[config.mk]
export PLATFORM = sky130hd
export DESIGN_NAME = serial_word_receiver
export DESIGN_NICKNAME = d
export VERILOG_FILES = /design/src/rtl/shift_pkg.sv /design/src/rtl/rx_shift_core.sv /design/src/rtl/serial_word_receiver.sv
export SDC_FILE = /design/constraint.sdc
export NUM_CORES = 1
export LEC_CHECK = 0
export ABC_AREA = 1
export ABC_CLOCK_PERIOD_IN_PS = 2600
export CELL_PAD_IN_SITES_DETAIL_PLACEMENT = 0
export CELL_PAD_IN_SITES_GLOBAL_PLACEMENT = 2
export CORE_UTILIZATION = 27
export CTS_CLUSTER_SIZE = 24
export DETAILED_ROUTE_END_ITERATION = 10
export GPL_TIMING_DRIVEN = 0
export PLACE_DENSITY = 0.82
export SYNTH_ARGS = -nofsm -noshare
export SYNTH_HDL_FRONTEND = slang
export SYNTH_SLANG_ARGS = --single-unit
[constraint.sdc]
create_clock -name clk -period 2.6 [get_ports clk]
set_clock_uncertainty 0.15 [all_clocks]
set_input_delay 0.52 -clock clk [delete_from_list [all_inputs] [get_ports clk]]
set_output_delay 0.52 -clock clk [all_outputs]
set_load 0.02 [all_outputs]
[src/rtl/shift_pkg.sv]
// Shared definitions for the serial word receiver.
//   DEFAULT_WIDTH : default word length in bits
//   state_t       : receiver FSM states (IDLE = waiting for a start bit,
//                   RECV = a frame is partially received)
package shift_pkg;

    localparam int DEFAULT_WIDTH = 4;

    typedef enum logic [0:0] {
        IDLE = 1'b0,
        RECV = 1'b1
    } state_t;

endpackage

[src/rtl/rx_shift_core.sv]
// Shift register and bit counter for the serial word receiver.
// Ports:
//   clk    in  rising-edge clock
//   rst    in  synchronous active-high reset (clears shreg and count)
//   clear  in  discard the current contents; combined with shift it starts a
//              new frame with sin as the first bit (count = 1)
//   shift  in  shift sin into the LSB and increment the count
//   sin    in  serial data bit
//   shreg  out shift register contents
//   count  out number of bits currently held
module rx_shift_core
    import shift_pkg::*;
#(
    parameter int WIDTH = DEFAULT_WIDTH,
    parameter int CNT_W = $clog2(WIDTH + 1)
) (
    input  logic             clk,
    input  logic             rst,
    input  logic             clear,
    input  logic             shift,
    input  logic             sin,
    output logic [WIDTH-1:0] shreg,
    output logic [CNT_W-1:0] count
);

    always_ff @(posedge clk) begin
        if (rst) begin
            shreg <= '0;
            count <= '0;
        end else if (clear) begin
            if (shift) begin
                // Restart: the first bit enters at the LSB and reaches the
                // MSB position once the remaining WIDTH-1 bits are shifted in.
                shreg <= {{(WIDTH-1){1'b0}}, sin};
                count <= CNT_W'(1);
            end else begin
                shreg <= '0;
                count <= '0;
            end
        end else if (shift) begin
            shreg <= {shreg[WIDTH-2:0], sin};
            // Saturate so the count can never wrap.
            if (count < CNT_W'(WIDTH)) begin
                count <= count + CNT_W'(1);
            end
        end
    end

endmodule

[src/rtl/serial_word_receiver.sv]
// Serial-to-parallel word receiver, MSB first, with a one-word output
// holding register, valid/ready handshake and sticky error flags.
// Ports:
//   clk        in  rising-edge clock
//   rst        in  synchronous active-high reset
//   sin        in  serial data bit, sampled when sin_valid = 1
//   sin_valid  in  bit strobe
//   start      in  marks the current (valid) bit as the MSB of a new word
//   out_ready  in  downstream accepts out_data
//   clr_err    in  clears overrun and frame_err
//   out_data   out received parallel word
//   out_valid  out out_data holds an unconsumed word
//   busy       out a frame is partially received
//   overrun    out sticky: a completed word was dropped (output still full)
//   frame_err  out sticky: start arrived in the middle of a frame
module serial_word_receiver
    import shift_pkg::*;
#(
    parameter int WIDTH = DEFAULT_WIDTH
) (
    input  logic             clk,
    input  logic             rst,
    input  logic             sin,
    input  logic             sin_valid,
    input  logic             start,
    input  logic             out_ready,
    input  logic             clr_err,
    output logic [WIDTH-1:0] out_data,
    output logic             out_valid,
    output logic             busy,
    output logic             overrun,
    output logic             frame_err
);

    localparam int CNT_W = $clog2(WIDTH + 1);

    state_t             state;
    state_t             state_next;
    logic               clear;
    logic               shift;
    logic               complete;
    logic               fe_set;
    logic               ov_set;
    logic               handshake;
    logic               load_word;
    logic [WIDTH-1:0]   shreg;
    logic [CNT_W-1:0]   count;
    logic [WIDTH-1:0]   word;
    logic               shreg_msb_unused;

    rx_shift_core #(
        .WIDTH (WIDTH),
        .CNT_W (CNT_W)
    ) u_core (
        .clk   (clk),
        .rst   (rst),
        .clear (clear),
        .shift (shift),
        .sin   (sin),
        .shreg (shreg),
        .count (count)
    );

    // The completing bit is merged combinationally so the word is visible on
    // the same edge that samples the last bit. The shift register's top bit is
    // always zero at that point (only WIDTH-1 bits have been shifted in).
    assign word             = {shreg[WIDTH-2:0], sin};
    assign shreg_msb_unused = shreg[WIDTH-1];

    assign busy      = (state == RECV);
    assign handshake = out_valid && out_ready;
    assign load_word = complete && (!out_valid || out_ready);
    assign ov_set    = complete && out_valid && !out_ready;

    always_ff @(posedge clk) begin
        if (rst) begin
            state <= IDLE;
        end else begin
            state <= state_next;
        end
    end

    always_comb begin
        state_next = state;
        clear      = 1'b0;
        shift      = 1'b0;
        complete   = 1'b0;
        fe_set     = 1'b0;
        unique case (state)
            IDLE: begin
                if (sin_valid && start) begin
                    clear      = 1'b1;
                    shift      = 1'b1;
                    state_next = RECV;
                end
            end
            RECV: begin
                if (sin_valid) begin
                    if (start) begin
                        // Abandon the partial word and restart on this bit.
                        clear  = 1'b1;
                        shift  = 1'b1;
                        fe_set = 1'b1;
                    end else if (count == CNT_W'(WIDTH - 1)) begin
                        clear      = 1'b1;
                        complete   = 1'b1;
                        state_next = IDLE;
                    end else begin
                        shift = 1'b1;
                    end
                end
            end
            default: state_next = IDLE;
        endcase
    end

    always_ff @(posedge clk) begin
        if (rst) begin
            out_data  <= '0;
            out_valid <= 1'b0;
            overrun   <= 1'b0;
            frame_err <= 1'b0;
        end else begin
            if (load_word) begin
                out_data  <= word;
                out_valid <= 1'b1;
            end else if (handshake) begin
                out_valid <= 1'b0;
            end
            // A set event in the same cycle as clr_err wins.
            overrun   <= ov_set | (overrun & ~clr_err);
            frame_err <= fe_set | (frame_err & ~clr_err);
        end
    end

endmodule

# Word level (Yosys, flattened, before mapping)
# Index checks and enable logic that the tools add are counted.
# op_classes
addsub	1
order_cmp	1
eq_ne	1
n_mux	26
bitwise	6
reduce_logical	12
# op_table
cell	n
$mux 1	18
$mux 3	5
$pmux 1 s2	3
$reduce_bool 2->1	3
$logic_and 1x1->1	5
$add 3x1->3 const B	1
$eq 3x2->1 const B	1
$lt 3x3->1 const B	1
$and 1x1->1	2
$logic_not 1->1	2
$not 1->1	2
$or 1x1->1	2
$reduce_and 2->1	1
$logic_or 1x1->1	1
# word_totals
ff_bits	14

# Depth between registers and ports, before layout
# Gate-level depths: netlist (run 1).
# depth
depth_word	8
mapped_depth	8
mapped_depth_nobuf	8

# Modules after synthesis
# Synthesis (run 1) repeated with hierarchy kept, for this count alone.
# hier_totals
cells_unflattened	93
hier_area_um2	686.9
# modules_own_cells
module	n_inst	cells_per_inst	area_per_inst_um2
serial_word_receiver	1	53	366.6
rx_shift_core	1	40	320.3

# Worst setup path before layout (run 1)
# OpenSTA, ideal clock, no wires.
# synth_path
path_kind	reg2reg
startpoint	reg u_core.count[0]
endpoint	reg out_data[0]
setup_ns	0.132
t_arrival_ns	1.111
required_time_ns	2.318
setup_slack_ns	1.206
path_stages_with_launch	8
synth_period_minus_slack_ns	1.394
path_cell_list	dfxtp_1 > ha_1 > ha_1 > nand3_2 > nor2_4 > nand2_2 > nand2_1 > a21oi_1
# synth_via
elab_chain_len	6
# synth_rtl
element	line_no	rtl
start: declaration	rx_shift_core.sv:23	output logic [CNT_W-1:0] count
start signal: assignment	rx_shift_core.sv:44	count <= count + CNT_W'(1);
$eq 3x2->1	serial_word_receiver.sv:104	end else if (count == CNT_W'(WIDTH - 1)) begin
$mux 1	serial_word_receiver.sv:104	
$mux 1	serial_word_receiver.sv:99	if (start) begin
$mux 1	serial_word_receiver.sv:98	if (sin_valid) begin
$mux 1	serial_word_receiver.sv:89	unique case (state)
$logic_and 1x1->1	serial_word_receiver.sv:72	assign load_word = complete && (!out_valid || out_ready);
end signal: assignment	serial_word_receiver.sv:125	out_data <= word;
end: declaration	serial_word_receiver.sv:28	output logic [WIDTH-1:0] out_data,
# No other way between the ends.
# A chain may end at the register's enable or synchronous reset.

# Worst setup path after layout (run 1)
# layout_path
startpoint	reg state, in the netlist busy
endpoint	out busy
# layout_rtl
element	line_no	rtl
start: declaration	serial_word_receiver.sv:37	state_t state;
start signal: assignment	serial_word_receiver.sv:79	state <= state_next;
end: declaration	serial_word_receiver.sv:30	output logic busy,
# No word-level cell between the ends.

==> reports/qor.txt, run 1 <==
Status: finished clean
Crit-path leading delay family: buffers and inverters
Final Hold Violating Endpoints: 0
FF+latch count, synth: 14
Total Power: 0.412 mW
H-tree Lvls: 1
Starting density of the core: 29.4%
Initial antenna violation count: 0
Post-synth EDFFs: 0
Core Area: 2000 um^2
Post-Syn Nets: 86
Final non-filler cell total: 122
Avg Inst Size Synth: 7.65 um^2
FMAX: 0.500 GHz
Final ANT Viol Nets: 0
Yosys top cell by area: dfxtp_1
Critical Path Stages: 1
Syn Inst Count: 77
Final min period: 2000 ps
Buffers & Inverters on Critical Path: 1
Power Density: 516 nW/um^2
Root Driver: clkbuf_4
Clock Path Buffers: 2
Crit-path cells: clkdlybuf4s50_1
TNS Setup: 0 ps
Die area: 2370 um^2
Worst Slack Setup Final: 600 ps
Placer Congestion: 0.691
Register area share after synthesis: 47.6%
Hold crit path type: reg -> reg
Pre-antenna DRT Iters: 4
Sink Count: 14
CTS tree: yes
Final Max Slew Viols: 0
RSZ-0062 raised after global routing: false
Top-count cell post-synth: nand2_1
Die width: 48.7 um
Largest net degree at the start of global routing: 11
WS Path Type: reg -> out
Ys async rst share: 0%
# IOs: 15
Die height: 48.7 um
Synth area leaders: dfxtp_1 (48%), nand2_1 (12%), a21oi_1 (11%), nand3_1 (5.9%), inv_1 (5.1%)
Worst stage delay on the critical path: 630 ps
CP Capture Type: primary output
Reg2reg path depth: 7
First-pass GRT wire length: 2220 um
Clk_lat worst skew: 280 ps
Vias in the first global route: 469
Share of layout cells above drive strength 1: 8.42%
Count of endpoints failing setup in the final report: 0
Post-CTS sizing: 0
Worst path arrival time: 1330 ps
Post-synth top cells: nand2_1 (19), dfxtp_1 (14), a21oi_1 (13)
GR Overflow Total: 0
Final-stage net count: 105
Worst Path Max Fanout: 5
Post-synth top area share: 47.6%
CTS Buf Count: 3
N_diodes: 0
Final core utilization: 39.9%
Setup slack, reg-to-reg: 1010 ps
Clock transition at path regs: 80 ps
Startpoint Class: flip-flop
Pre-CTS setup slack: 601 ps
Post-CTS Hold Buffers: 0
Leakage power: 0.293 nW
FP Rows: 16
Max IR drop VDD: 0.284 mV
Synth warnings: 0
Avg Vias per Cell: 4.41
Mapped cell area: 589 um^2
Top FF cell, synth: dfxtp_1
Via count: 538
Slowest CP cell: clkdlybuf4s50_1
WL per Instance: 10.1 um
Post-DP HPWL: 933 um
Post-Route WL: 1240 um
Post-synth cell types: 15
WHS Path Cells: 2
GRT Total Usage: 12.5%
Worst-margin pin slew: 460 ps
Placed cell count: 118
DRC viols: 0
Worst slew margin: 69.4%
Crit share post-route: 76.9%
Layout area overhead: 35.7%
Worst Path Required: 1930 ps
Maxcap violations: 0
Post-CTS Setup Bufs: 0
DR iter-0 viols: 3
Input/output buffers: 14
report_power, final:
part / total, mW / switching, mW / internal [mW]
Clock: 0.154 / 0.0686 / 0.0852
Sequential: 0.222 / 0.00354 / 0.218
Combinational: 0.0367 / 0.0200 / 0.0166
worst paths after layout:
kind,end,startpoint
worst max-delay path,busy,busy
worst min-delay path,out_data[2],out_data[2]
worst max register to register,out_data[3],u_core.count[0]
worst min register to register,out_data[2],out_data[2]
per-stage QoR:
step	hold WS (ps)	cell area, um^2
after floorplan	287	589
after global placement	300	763
after detailed placement	307	763
after CTS	320	800
after global routing	340	800
final	315	800
sequential cells by signal (all words and copies together), names as in the netlist:
name	cells
overrun	1
u_core.count	3
u_core.shreg	3
frame_err	1
out_valid	1
busy	1
out_data	4
cells in the final DEF, fill, tap and decap left out:
cell type | synthesis | routed
nor3_1 | 1 | 1
nand2_1 | 19 | 19
nand3b_1 | 1 | 1
nand4_1 | 2 | 2
inv_1 | 8 | 8
clkdlybuf4s50_1 | 0 | 14
nor2_1 | 4 | 4
clkbuf_1 | 1 | 1
nand3_1 | 7 | 7
nand2_2 | 2 | 2
ha_1 | 2 | 2
nor2_4 | 1 | 1
clkbuf_4 | 0 | 3
a21oi_1 | 13 | 13
dfxtp_1 | 14 | 14
o21ai_0 | 1 | 1
clkbuf_8 | 0 | 1
nand3_2 | 1 | 1
layer usage:
metal	wire length (um)	global-route usage, %	vias up
met2	526	17.1	15
met4	20	5.88	0
met3	82	6.29	2
met1	608	16.1	229
met5	0	0	-
li1	-	-	292
logic make-up after synthesis:
group / synth area share [%]
AND/OR/NAND/NOR: 30.6
adder cells (fa/ha/maj): 4.25
buffers and inverters: 5.73
AO/OA/AOI/OAI: 11.9
flip-flops: 47.6
area by class of cell:
cell class                 instances  area [um^2]
timing repair buffer              14          140
tap                               27         33.8
multi-input combinational         54          275
fill                             220         1200
buffer                             1         3.75
sequential                        14          280
inverter                           8         30.0
clock buffer                       4         36.3
No activity file was read; power rests on OpenSTA's default activity.
==> run 2, diff against run 1 <==
- ABC_CLOCK_PERIOD_IN_PS: 2600 -> 1900
- CORE_UTILIZATION: 27 -> 25
- PLACE_DENSITY: 0.82 -> 0.77
- clock period: 2.6 -> 1.9 ns (I/O delays scaled with it)
==> reports/qor.txt, run 2 (synthesis gave the netlist of run 1 again) <==
Largest net degree at the start of global routing: 11 (unchanged)
Slowest CP cell: clkdlybuf4s50_1
Final min period: 1840 ps
Status: finished clean
Sequential share of power: 53.4% (-0.4 points)
GR Overflow Total: 0 (unchanged)
Internal power: 0.438 mW (+37%)
Post-Route WL: 1230 um (-0.73%)
Crit-path leading delay family: buffers and inverters
CTS Buf Count: 3 (unchanged)
Sink Count: 14 (unchanged)
Root Driver: clkbuf_4
Worst Path Required: 1370 ps (-560 ps)
Worst Path Max Fanout: 5 (unchanged)
H-tree Lvls: 1 (unchanged)
Worst path arrival time: 1310 ps (-20 ps)
Worst slew margin: 68.7% (-0.69 points)
Vias in the first global route: 517 (+10%)
CP Capture Type: primary output
Hold crit path type: reg -> reg
Core Area: 2210 um^2 (+10%)
N_diodes: 0 (unchanged)
Pre-antenna DRT Iters: 4 (unchanged)
Power Density: 709 nW/um^2 (+38%)
Die height: 50.6 um (+3.8%)
Initial antenna violation count: 0 (unchanged)
Clock power share: 37.9% (+0.6 points)
Buffers & Inverters on Critical Path: 1 (unchanged)
Placed cell count: 119 (+0.85%)
Die width: 50.6 um (+3.8%)
Final ANT Viol Nets: 0 (unchanged)
Hold Slack: 316 ps (+1.77 ps)
Post-DP HPWL: 924 um (-0.95%)
Input/output buffers: 14 (unchanged)
Max IR drop VDD: 0.321 mV (+13%)
First-pass GRT wire length: 2250 um (+1.3%)
Post-CTS Setup Bufs: 0 (unchanged)
Comb pwr share: 8.8% (about the same)
Max FFs per register: 4 (unchanged)
Avg Vias per Cell: 4.38 (-0.63%)
WL per Instance: 9.99 um (-1.5%)
Clk_lat worst skew: 280 ps (about the same)
FP Rows: 17 (+1)
CTS tree: yes
Starting density of the core: 26.6% (-2.8 points)
Clock Path Buffers: 2 (unchanged)
DR iter-0 viols: 12 (+9)
TNS Setup: 0 ps (unchanged)
Crit-path cells: clkdlybuf4s50_1
Top Registers: out_data x4, u_core.count x3, u_core.shreg x3
Via count: 539 (+0.19%)
Crit share post-route: 96.9%
Die area: 2560 um^2 (+7.7%)
Final Max Slew Viols: 0 (unchanged)
Switch Pwr: 0.130 mW (+41%)
RSZ-0062 raised after global routing: false
Post-CTS Hold Buffers: 0 (unchanged)
WS Path Type: reg -> out
Count of endpoints failing setup in the final report: 0 (unchanged)
Switching fraction of total power: 22.8% (+0.46 points)
Post-CTS sizing: 0 (unchanged)
Setup slack, reg-to-reg: 330 ps (-680 ps)
# IOs: 15 (unchanged)
GRT Total Usage: 11.9% (-0.58 points)
Leakage power: 0.293 nW (unchanged)
Final-stage net count: 105 (unchanged)
DRC viols: 0 (unchanged)
Maxcap violations: 0 (unchanged)
Top reg by flops: out_data
Commonest non-fill, non-tap cell in the layout: nand2_1
Final Hold Violating Endpoints: 0 (unchanged)
Share of layout cells above drive strength 1: 8.42% (unchanged)
Worst-margin pin slew: 470 ps (+10.3 ps)
Most frequent cells in the layout: nand2_1 (19), dfxtp_1 (14), clkdlybuf4s50_1 (14), a21oi_1 (13), inv_1 (8)
Clock transition at path regs: 80 ps (about the same)
FMAX: 0.543 GHz
Placer Congestion: 0.784 (+13%)
Final non-filler cell total: 123 (+0.82%)
Startpoint Class: flip-flop
Worst stage delay on the critical path: 630 ps (about the same)
Layout area overhead: 35.9%
run 2: cell counts in the layout (fill, tap and decap cells not counted):
Identical to the previous run, type by type.
run 2: worst paths after layout:
kind | from | depth (start not counted) | end
worst min-delay path | out_data[1] | 2 | out_data[1]
worst max-delay path | busy | 1 | busy
worst min register to register | out_data[1] | 2 | out_data[1]
worst max register to register | u_core.count[0] | 7 | out_data[3]
run 2: power groups by stage:
stage	registers (mW)	logic, mW	clock network, mW
after floorplan	0.312	0.0222	0
after global placement	0.310	0.0508	0
after detailed placement	0.310	0.0507	0
after CTS	0.303	0.0508	0.222
after global routing	0.304	0.0563	0.239
final	0.303	0.0499	0.215
run 2: area by class of cell:
| cell class | count | area (um^2) |
|---|---|---|
| well taps | 28 | 35.0 |
| plain buffers | 1 | 3.75 |
| clock buffers | 4 | 36.3 |
| inverters | 8 | 30.0 |
| flip-flops and latches | 14 | 280 |
| fillers | 251 | 1410 |
| multi-input cells | 54 | 275 |
| repair buffers | 14 | 140 |
run 2: through the flow:
step	power, mW	utilization, %	cell area, um^2	worst slack [ps]
finish	0.568	36.2	801	58.4
global route	0.600	36.2	801	3.42
CTS	0.576	36.2	801	51.9
detailed placement	0.361	34.6	764	50.3
global placement	0.361	34.6	764	50.9
floorplan	0.334	-	589	506
run 2: per-layer routing:
metal | global-route usage (%) | up-vias | share of wire (%)
met1 | 14.3 | 235 | 48
met5 | 0 | - | 0
met2 | 18.0 | 10 | 44
li1 | - | 290 | -
met3 | 4.55 | 4 | 5.2
met4 | 6.94 | 0 | 2.0
==> run 3, diff against run 2 <==
- CTS_CLUSTER_SIZE: 24 -> unset
- HOLD_SLACK_MARGIN: unset -> 0.12
==> results of run 3 <==
The final DEF is identical to that of run 2; final timing and power are the same.
